$ cat config.mk
export PLATFORM = sky130hd
export DESIGN_NAME = duck_stream_arbiter
export DESIGN_NICKNAME = d
export VERILOG_FILES = /design/src/rtl/duck_stream_pkg.sv /design/src/rtl/duck_rr_picker.sv /design/src/rtl/duck_stream_arbiter.sv
export SDC_FILE = /design/constraint.sdc
export NUM_CORES = 1
export LEC_CHECK = 0
export CORE_AREA = 10 10 493 495
export CTS_BUF_LIST = sky130_fd_sc_hd__clkbuf_4 sky130_fd_sc_hd__clkbuf_8
export CTS_CLUSTER_DIAMETER = 120
export DETAILED_ROUTE_END_ITERATION = 10
export DIE_AREA = 0 0 503 505
export GPL_TIMING_DRIVEN = 0
export HOLD_SLACK_MARGIN = 0.02
export SLEW_MARGIN = 10
export SYNTH_ARGS = -nofsm -noshare
export SYNTH_HDL_FRONTEND = slang
export SYNTH_SLANG_ARGS = --single-unit
$ cat constraint.sdc
create_clock -name clk -period 3.4 [get_ports clk]
set_input_delay 0.34 -clock clk [delete_from_list [all_inputs] [get_ports clk]]
set_output_delay 0.34 -clock clk [all_outputs]
set_load 0.005 [all_outputs]
$ cat src/rtl/duck_stream_pkg.sv
// Shared types and constants for the L4 duck stream arbiter slice.
//   duck_arb_state_e : arbiter FSM state (IDLE, BURST)
//   DUCK_PHI_STEP    : Berry-phase increment per clock
//   DUCK_LOCK_THRESH : phase-lock threshold (lock when phase strictly above)
//   DUCK_HASH_W      : hash word width carried on the stream
package duck_stream_pkg;

    localparam logic [15:0] DUCK_PHI_STEP    = 16'h0578;
    localparam logic [15:0] DUCK_LOCK_THRESH = 16'hF000;
    localparam int unsigned DUCK_HASH_W      = 256;

    typedef enum logic {
        IDLE  = 1'b0,
        BURST = 1'b1
    } duck_arb_state_e;

endpackage

$ cat src/rtl/duck_rr_picker.sv
// Combinational round-robin picker.
// Finds the first set request bit at or after ptr, wrapping around.
//   req : request vector, NUM_REQ bits
//   ptr : starting index for the search
//   any : at least one request bit is set
//   idx : selected index (0 when no request is set)
module duck_rr_picker #(
    parameter int unsigned NUM_REQ = 4,
    parameter int unsigned PTR_W   = $clog2(NUM_REQ)
) (
    input  logic [NUM_REQ-1:0] req,
    input  logic [PTR_W-1:0]   ptr,
    output logic               any,
    output logic [PTR_W-1:0]   idx
);

    // Scanning offsets from the farthest down to zero lets the nearest
    // set bit overwrite the others, giving priority to ptr itself.
    always_comb begin
        int unsigned pos;
        any = |req;
        idx = '0;
        pos = 0;
        for (int unsigned off = NUM_REQ; off > 0; off--) begin
            pos = int'(ptr) + off - 1;
            if (pos >= NUM_REQ) begin
                pos = pos - NUM_REQ;
            end
            if (req[PTR_W'(pos)]) begin
                idx = PTR_W'(pos);
            end
        end
    end

endmodule

$ cat src/rtl/duck_stream_arbiter.sv
// Round-robin arbiter sharing the 256-bit L4 duck stream between NUM_REQ
// hash producers. Grants are issued only inside the Berry-phase lock window;
// a granted producer keeps the stream until its last beat or MAX_BURST beats.
// Output is a registered valid/ready stream.
//   clk, rst_n              : clock, async active-low reset
//   req_valid/last/data     : per-requester beat inputs (data i at [i*DATA_W +: DATA_W])
//   req_ready               : per-requester accept (one-hot or zero)
//   out_valid/data/src/last : registered output beat, out_ready from downstream
//   sync_lock               : phase-lock window indicator
//   busy                    : high while a burst is granted
// Optional build macro DUCK_ARB_STATS_EN adds:
//   grant_cnt [NUM_REQ*16]  : per-requester burst count, saturating
//   stall_cnt [16]          : cycles with out_valid && !out_ready, saturating
module duck_stream_arbiter
    import duck_stream_pkg::*;
#(
    parameter int unsigned NUM_REQ     = 4,
    parameter int unsigned DATA_W      = DUCK_HASH_W,
    parameter int unsigned MAX_BURST   = 8,
    parameter logic [15:0] PHASE_STEP  = DUCK_PHI_STEP,
    parameter logic [15:0] LOCK_THRESH = DUCK_LOCK_THRESH
) (
    input  logic                       clk,
    input  logic                       rst_n,
    input  logic [NUM_REQ-1:0]         req_valid,
    input  logic [NUM_REQ-1:0]         req_last,
    input  logic [NUM_REQ*DATA_W-1:0]  req_data,
    output logic [NUM_REQ-1:0]         req_ready,
    output logic                       out_valid,
    output logic [DATA_W-1:0]          out_data,
    output logic [$clog2(NUM_REQ)-1:0] out_src,
    output logic                       out_last,
    input  logic                       out_ready,
    output logic                       sync_lock,
    output logic                       busy
`ifdef DUCK_ARB_STATS_EN
    ,
    output logic [NUM_REQ*16-1:0]      grant_cnt,
    output logic [15:0]                stall_cnt
`endif
);

    localparam int unsigned SRC_W = $clog2(NUM_REQ);
    localparam int unsigned CNT_W = (MAX_BURST > 1) ? $clog2(MAX_BURST) : 1;
    localparam logic [CNT_W-1:0] LAST_BEAT = CNT_W'(MAX_BURST - 1);
    localparam logic [SRC_W-1:0] LAST_REQ  = SRC_W'(NUM_REQ - 1);

    duck_arb_state_e   state, state_d;
    logic [15:0]       phase_acc;
    logic [SRC_W-1:0]  rr_ptr, grant, pick_idx;
    logic              pick_any;
    logic [CNT_W-1:0]  beat_cnt;
    logic              sel_valid, sel_last;
    logic [DATA_W-1:0] sel_data;
    logic              grant_now, xfer, beat_last;

    assign sync_lock = (phase_acc > LOCK_THRESH);
    assign busy      = (state == BURST);

    always_ff @(posedge clk or negedge rst_n) begin
        if (!rst_n) begin
            phase_acc <= '0;
        end else begin
            phase_acc <= phase_acc + PHASE_STEP;
        end
    end

    duck_rr_picker #(
        .NUM_REQ (NUM_REQ),
        .PTR_W   (SRC_W)
    ) u_picker (
        .req (req_valid),
        .ptr (rr_ptr),
        .any (pick_any),
        .idx (pick_idx)
    );

    always_comb begin
        sel_valid = 1'b0;
        sel_last  = 1'b0;
        sel_data  = '0;
        for (int unsigned i = 0; i < NUM_REQ; i++) begin
            if (SRC_W'(i) == grant) begin
                sel_valid = req_valid[i];
                sel_last  = req_last[i];
                sel_data  = req_data[i*DATA_W +: DATA_W];
            end
        end
    end

    always_comb begin
        state_d   = state;
        req_ready = '0;
        grant_now = 1'b0;
        xfer      = 1'b0;
        beat_last = sel_last || (beat_cnt == LAST_BEAT);
        unique case (state)
            IDLE: begin
                if (sync_lock && pick_any) begin
                    grant_now = 1'b1;
                    state_d   = BURST;
                end
            end
            BURST: begin
                req_ready[grant] = !out_valid || out_ready;
                xfer = sel_valid && (!out_valid || out_ready);
                if (xfer && beat_last) begin
                    state_d = IDLE;
                end
            end
            default: state_d = IDLE;
        endcase
    end

    always_ff @(posedge clk or negedge rst_n) begin
        if (!rst_n) begin
            state <= IDLE;
        end else begin
            state <= state_d;
        end
    end

    always_ff @(posedge clk or negedge rst_n) begin
        if (!rst_n) begin
            grant     <= '0;
            rr_ptr    <= '0;
            beat_cnt  <= '0;
            out_valid <= 1'b0;
            out_data  <= '0;
            out_src   <= '0;
            out_last  <= 1'b0;
        end else begin
            if (grant_now) begin
                grant    <= pick_idx;
                beat_cnt <= '0;
            end
            if (xfer) begin
                out_valid <= 1'b1;
                out_data  <= sel_data;
                out_src   <= grant;
                out_last  <= beat_last;
                beat_cnt  <= beat_cnt + 1'b1;
                if (beat_last) begin
                    rr_ptr <= (grant == LAST_REQ) ? '0 : grant + 1'b1;
                end
            end else if (out_ready) begin
                out_valid <= 1'b0;
            end
        end
    end

`ifdef DUCK_ARB_STATS_EN
    always_ff @(posedge clk or negedge rst_n) begin
        if (!rst_n) begin
            grant_cnt <= '0;
            stall_cnt <= '0;
        end else begin
            if (grant_now) begin
                for (int unsigned i = 0; i < NUM_REQ; i++) begin
                    if (SRC_W'(i) == pick_idx && grant_cnt[i*16 +: 16] != '1) begin
                        grant_cnt[i*16 +: 16] <= grant_cnt[i*16 +: 16] + 16'd1;
                    end
                end
            end
            if (out_valid && !out_ready && stall_cnt != '1) begin
                stall_cnt <= stall_cnt + 16'd1;
            end
        end
    end
`endif

endmodule

Word level (Yosys, flattened, before mapping) --
Cells that the tools add are included. W data, S select, Z words.
Operators by class: add/subtract/negate cells 15, order comparisons 11, eq/ne operators 5, muxes and demuxes 41, bitwise logic cells 2, reduce and logical (&&, ||, !) cells 12
Operators by type and width (count):
- $mux W256 | 4
- $ge A32 B3 Y1 const B | 4
- $mux W1 | 19
- $mux W2 | 9
- $add A16 B11 Y16 const B | 1
- $gt A16 B16 Y1 const B | 1
- $lt A2 B3 Y1 const B | 5
- $sub A3 B1 Y4 const B | 3
- $bmux W1 S2 | 4
- $sub A2 B1 Y2 const B | 4
- $add A2 B2 Y3 const B | 2
- $mux W3 | 2
- $sub A4 B1 Y5 const B | 1
- $add A2 B3 Y4 const B | 1
- $and A4 B4 Y4 | 1
- $eq A2 B2 Y1 const A | 2
- $logic_and A1 B1 Y1 | 4
- $mux W4 | 1
- $reduce_bool A2 Y1 | 2
- $reduce_or A4 Y1 | 1
- $add A2 B1 Y3 const B | 1
- $add A3 B1 Y3 const B | 1
- $eq A3 B3 Y1 const B | 1
- $add A2 B1 Y2 const B | 1
- 10 further kinds | 11
Word-level totals: register bits 284, input port bits 1035, output and inout port bits 266, word-level logic and storage cells 95

Longest topological paths before layout --
depth in word-level cells 10, depth in mapped cells 11, mapped depth without buffers 7

Modules after synthesis --
Synthesis repeated with hierarchy kept, for this count alone.
Second synthesis, totals: cells, all modules 2684, area, all modules 19326.0 µm²
Modules (own cells, without submodules):
- duck_stream_arbiter | times used 1, cells an instance 2671, area each 19248.5 µm², sequential area each 7031.7 µm²
- duck_rr_picker | times used 1, cells an instance 13, area each 77.6 µm², sequential area each 0.0 µm²

Least setup slack after synthesis --
Ideal clock, no wire load.
kind flip-flop to flip-flop, start point register grant[0], end point register out_src[1], setup time 0.125 ns, arrival 1.884 ns, data required time 3.275 ns, setup slack 1.391 ns, stages on the path, launching flop included 10, path buffers 3, period minus slack after synthesis 2.009 ns, cells stage by stage dfrtp_1 inv_1 ha_1 buf_2 nand3b_1 a221oi_2 o21a_1 buf_2 buf_4 mux2_2
On the way: longest elaborated chain between the ends 7, elaborated cells on any way between the ends 10, those cells by class 3 x eq/ne; 5 x mux; 2 x reduce/logical
RTL lines:
- start, declared | RTL line duck_stream_arbiter.sv:50 | logic [SRC_W-1:0] rr_ptr, grant, pick_idx;
- start signal, assigned | RTL line duck_stream_arbiter.sv:134 | grant <= pick_idx;
- $logic_not A2 Y1 | RTL line duck_stream_arbiter.sv:83 | if (SRC_W'(i) == grant) begin
- $mux W1 (3 in a row) | RTL line duck_stream_arbiter.sv:83
- $mux W1 (*) | RTL line duck_stream_arbiter.sv:83
- $logic_and A1 B1 Y1 (*) | RTL line duck_stream_arbiter.sv:106 | xfer = sel_valid && (!out_valid || out_ready);
- $mux W1 (*) | RTL line duck_stream_arbiter.sv:97 | unique case (state)
- end signal, assigned | RTL line duck_stream_arbiter.sv:140 | out_src <= grant;
- end, declared | RTL line duck_stream_arbiter.sv:31 | output logic [$clog2(NUM_REQ)-1:0] out_src,
Mark *: on every way between the ends. The rest lies on a longest branch, timed or not. A chain may end at the register's enable or synchronous reset.

Worst setup path in the final report --
start point register grant[0], end point register out_data[173]
On the way: longest elaborated chain between the ends 7, elaborated cells on any way between the ends 14, those cells by class 3 x eq/ne; 9 x mux; 2 x reduce/logical
RTL lines:
- $logic_not A2 Y1 | RTL line duck_stream_arbiter.sv:83
- $mux W1 (4 in a row) | RTL line duck_stream_arbiter.sv:83
- $logic_and A1 B1 Y1 | RTL line duck_stream_arbiter.sv:106
- $mux W1 | RTL line duck_stream_arbiter.sv:97
- end signal, assigned | RTL line duck_stream_arbiter.sv:139 | out_data <= sel_data;
- end, declared | RTL line duck_stream_arbiter.sv:30 | output logic [DATA_W-1:0] out_data,
Several ways; a longest one is shown, not always the timed one.

==> impl_metrics.toml <==
[routing]
first_iter_violations = 3446
drt-pass1-iter-count = 6
vias_per_cell = 4.02
ant_nets = 0
wirelength_um = 265000
vias = 29058
wl_per_cell_um = 36.7
drc = 0

[placed_design]
placed_area_um2 = 35900
preCtsSetupSlack_ns = -1.08
portBuffers = 1300
gp_congestion = 0.980
hpwl_um = 234000

[global_route]
grt_pass1_vias = 28395
grtUsageTotal = 0.197
grt_pass1_wl_um = 325000
grt_max_degree = 82
overflow = 0
antenna_found_initial = 236

[clocking]
worstSkewPairLatency_ns = 0.78
path_clk_slew_ns = 0.06
cts.sinks = 281
cts_tree = "done"
cts_max_path_buffers = 3
cts_buffers = 68
cts_setup_buffers = 0
clockRootBuffer = "clkbuf_8"
htreeDepth = 3

[timing]
layout_min_cycle_time_ns = 3.53
hold_viol = 0
max_freq_mhz = 283
hold-worst-slack_ns = 0.197
worstMarginPinSlew_ns = 1.32
finalMaxSlewViolations = 0
period_share = 1.04
setup_viol = 2
rsz0062_at_grt = "true"
worst_slack_ns = -0.129
fin_skew_ns = 0.0473
slew_headroom = 0.122

[critical_path]
endpoint = "out_data[173]"
crit_start = "grant[0]"
critPathKind = "reg2reg"
end_kind = "flop"
critPathMaxStageDelay_ns = 0.79
critical-path-slowest-cell = "a221oi_2"
r2r-end = "out_data[173]"
regToRegSetupSlack_ns = -0.13
critPathArrivalTime_ns = 4.15
crit_chain = "inv_1 > ha_1 > buf_8 > buf_2 > buf_2 > a21oi_1 > a221oi_2 > nor2_1"
reg2reg_from = "grant[0]"
cp_max_fo = 10
cp_common_cell = "buf_2"
critPathLaunchType = "flop"
cp.required_ns = 4.02
reg2reg_depth = 8

[final_layout]
area_delta_synth_final_pct = 103
fillers = 26592
fin_area_um2 = 38100
layout-drive-gt1-share = 0.0656
post-route-util = 0.164
nNetsFinal = 5107

[logic_synthesis]
yosys-top-cells-count = "a21oi_1 (519), nor2_1 (515), dfrtp_1 (281), inv_1 (267), o21ai_0 (263)"
syn_inst = 2680
syn_area_um2 = 18800
synth_most_common_cell = "a21oi_1"
yosysTopAreaCellShare = 0.374
synth_warnings = 0
synthXorXnorAreaFrac = 0.00512
syn_nets = 3723
syn_avg_cell_area_um2 = 7.02
synthTopCellsByArea = "dfrtp_1 (37%), a21oi_1 (14%), a221oi_1 (12%), nor2_1 (10%), o21ai_0 (7.0%)"
synthSimpleGateAreaFrac = 0.163
ys_seq_area_frac = 0.374
synth_cell_type_count = 39
synth_edf_count = 0
yosysTopAreaCell = "dfrtp_1"
ys_seq_elements = 281
synthMuxAreaShare = 0.00346
synth_top_family_by_area = "compound AO/OA/AOI/OAI gates"
synth_compound_area_frac = 0.333
ys.flop_type = "dfrtp_1"
async_flop_share = 1.00
synthAdderAreaFrac = 0.00532

[power_and_ir_drop]
totalPowerFinal_uw = 25700
cellLeakagePower_uw = 0.0145
p_per_area_nw_per_um2 = 674
vdd_drop_max_mv = 0.343

[worst_hold_path]
hp-class = "in2reg"

[floorplanning]
fp.dieH_um = 505
start_util = 0.0810
die_x_um = 503
io_pins = 1301
core_area_um2 = 232000
placementRows = 177
dieArea_um2 = 254000

[status]
outcome = "finished with violations"
failed_checks = "negative setup slack"

[run]
cap_violations = 0
## sequential cells by signal, indices dropped and copies added, names as in the netlist
name / flops
phase_acc: 13
out_last: 1
rr_ptr: 2
out_data: 256
beat_cnt: 3
out_src: 2
grant: 2
busy: 1
out_valid: 1
## per-stage QoR
step	cells	setup TNS (ns)
final	7233	-0.176
after global routing	7179	-0.0225
after CTS	7161	0
after detailed placement	7037	-62.93
after global placement	7023	-3854.78
after floorplan	2680	0
## cell type report
cell class                 count  area [µm²]  area share
buffer                       254        1310      0.0345
tap                         3043        3810       0.100
clock buffer                 106        1380      0.0362
antenna                       73         183     0.00480
inverter                     267        1000      0.0263
sequential                   281        7030       0.185
multi-input combinational   1875        9900       0.260
clock inverter                17         175     0.00460
timing repair buffer        1317       13300       0.349
## kinds of logic after synthesis
| kind of cell | count (synthesis) |
|---|---|
| multiplexers | 6 |
| adder cells (fa/ha/maj) | 8 |
| AO/OA/AOI/OAI | 1049 |
| buffers and inverters | 524 |
| flip-flops | 281 |
| AND/OR/NAND/NOR | 801 |
| XOR/XNOR | 11 |
## critical path, delay by kind of cell, from the launching register on
family	cells	cell delay (ns)
compound gates	2	0.95
fa+ha+maj	1	0.32
buf+inv	4	1.53
flops	1	0.44
simple gates	1	0.08
## power by group
part	internal [µW]	leakage, µW	total [µW]	switching, µW
combinational	6040	0.0104	14500	8510
sequential	5010	0.00328	6180	1170
clock	2800	0.000821	4960	2160
total	13800	0.0145	25700	11800
## repair_timing
item / 4_1_cts / 5_1_grt
endpoints found under the hold margin: 243 / 0
pin swaps: 1 / 1
hold buffers: 3 / 0
gates resized for setup: 87 / 26
endpoints found under the setup margin: 223 / 23
## worst min path at each step
| stage | from | to | slack, ns | cells after the start |
|---|---|---|---|---|
| detailed placement | rst_n | out_data[190] | 0.33 | 1 |
| CTS | req_data[1022] | out_data[254] | 0.06 | 3 |
| global placement | phase_acc[15] | phase_acc[15] | 0.48 | 1 |
| finish | req_data[1022] | out_data[254] | 0.20 | 3 |
| floorplan | rst_n | beat_cnt[0] | 0.04 | 0 |
| global route | req_data[1020] | out_data[252] | 0.13 | 3 |
## routing by layer
layer | track usage | routed length, µm
met1 | 0.227 | 99500
met4 | 0.0584 | 8470
met5 | 0 | 785
met3 | 0.111 | 39200
met2 | 0.312 | 117000
## cell usage in the layout, fill, tap and decap left out, drive strengths merged, types with 2 or more instances in the layout
cell,count
clkdlybuf4s50,1297
a21oi,519
nor2,515
clkbuf,289
dfrtp,281
inv,269
o21ai,264
nand2,262
a221oi,258
buf,86
diode,73
clkinv,10
ha,8
and3,6
xor2,6
xnor2,5
mux2,4
nand2b,3
nand3,3
bufinv,3
dlygate4sd3,3
and2,2
or4,2
mux2i,2
a22o,2
clkinvlp,2
clkdlybuf4s15,2
(Power assumes the default switching activity.)
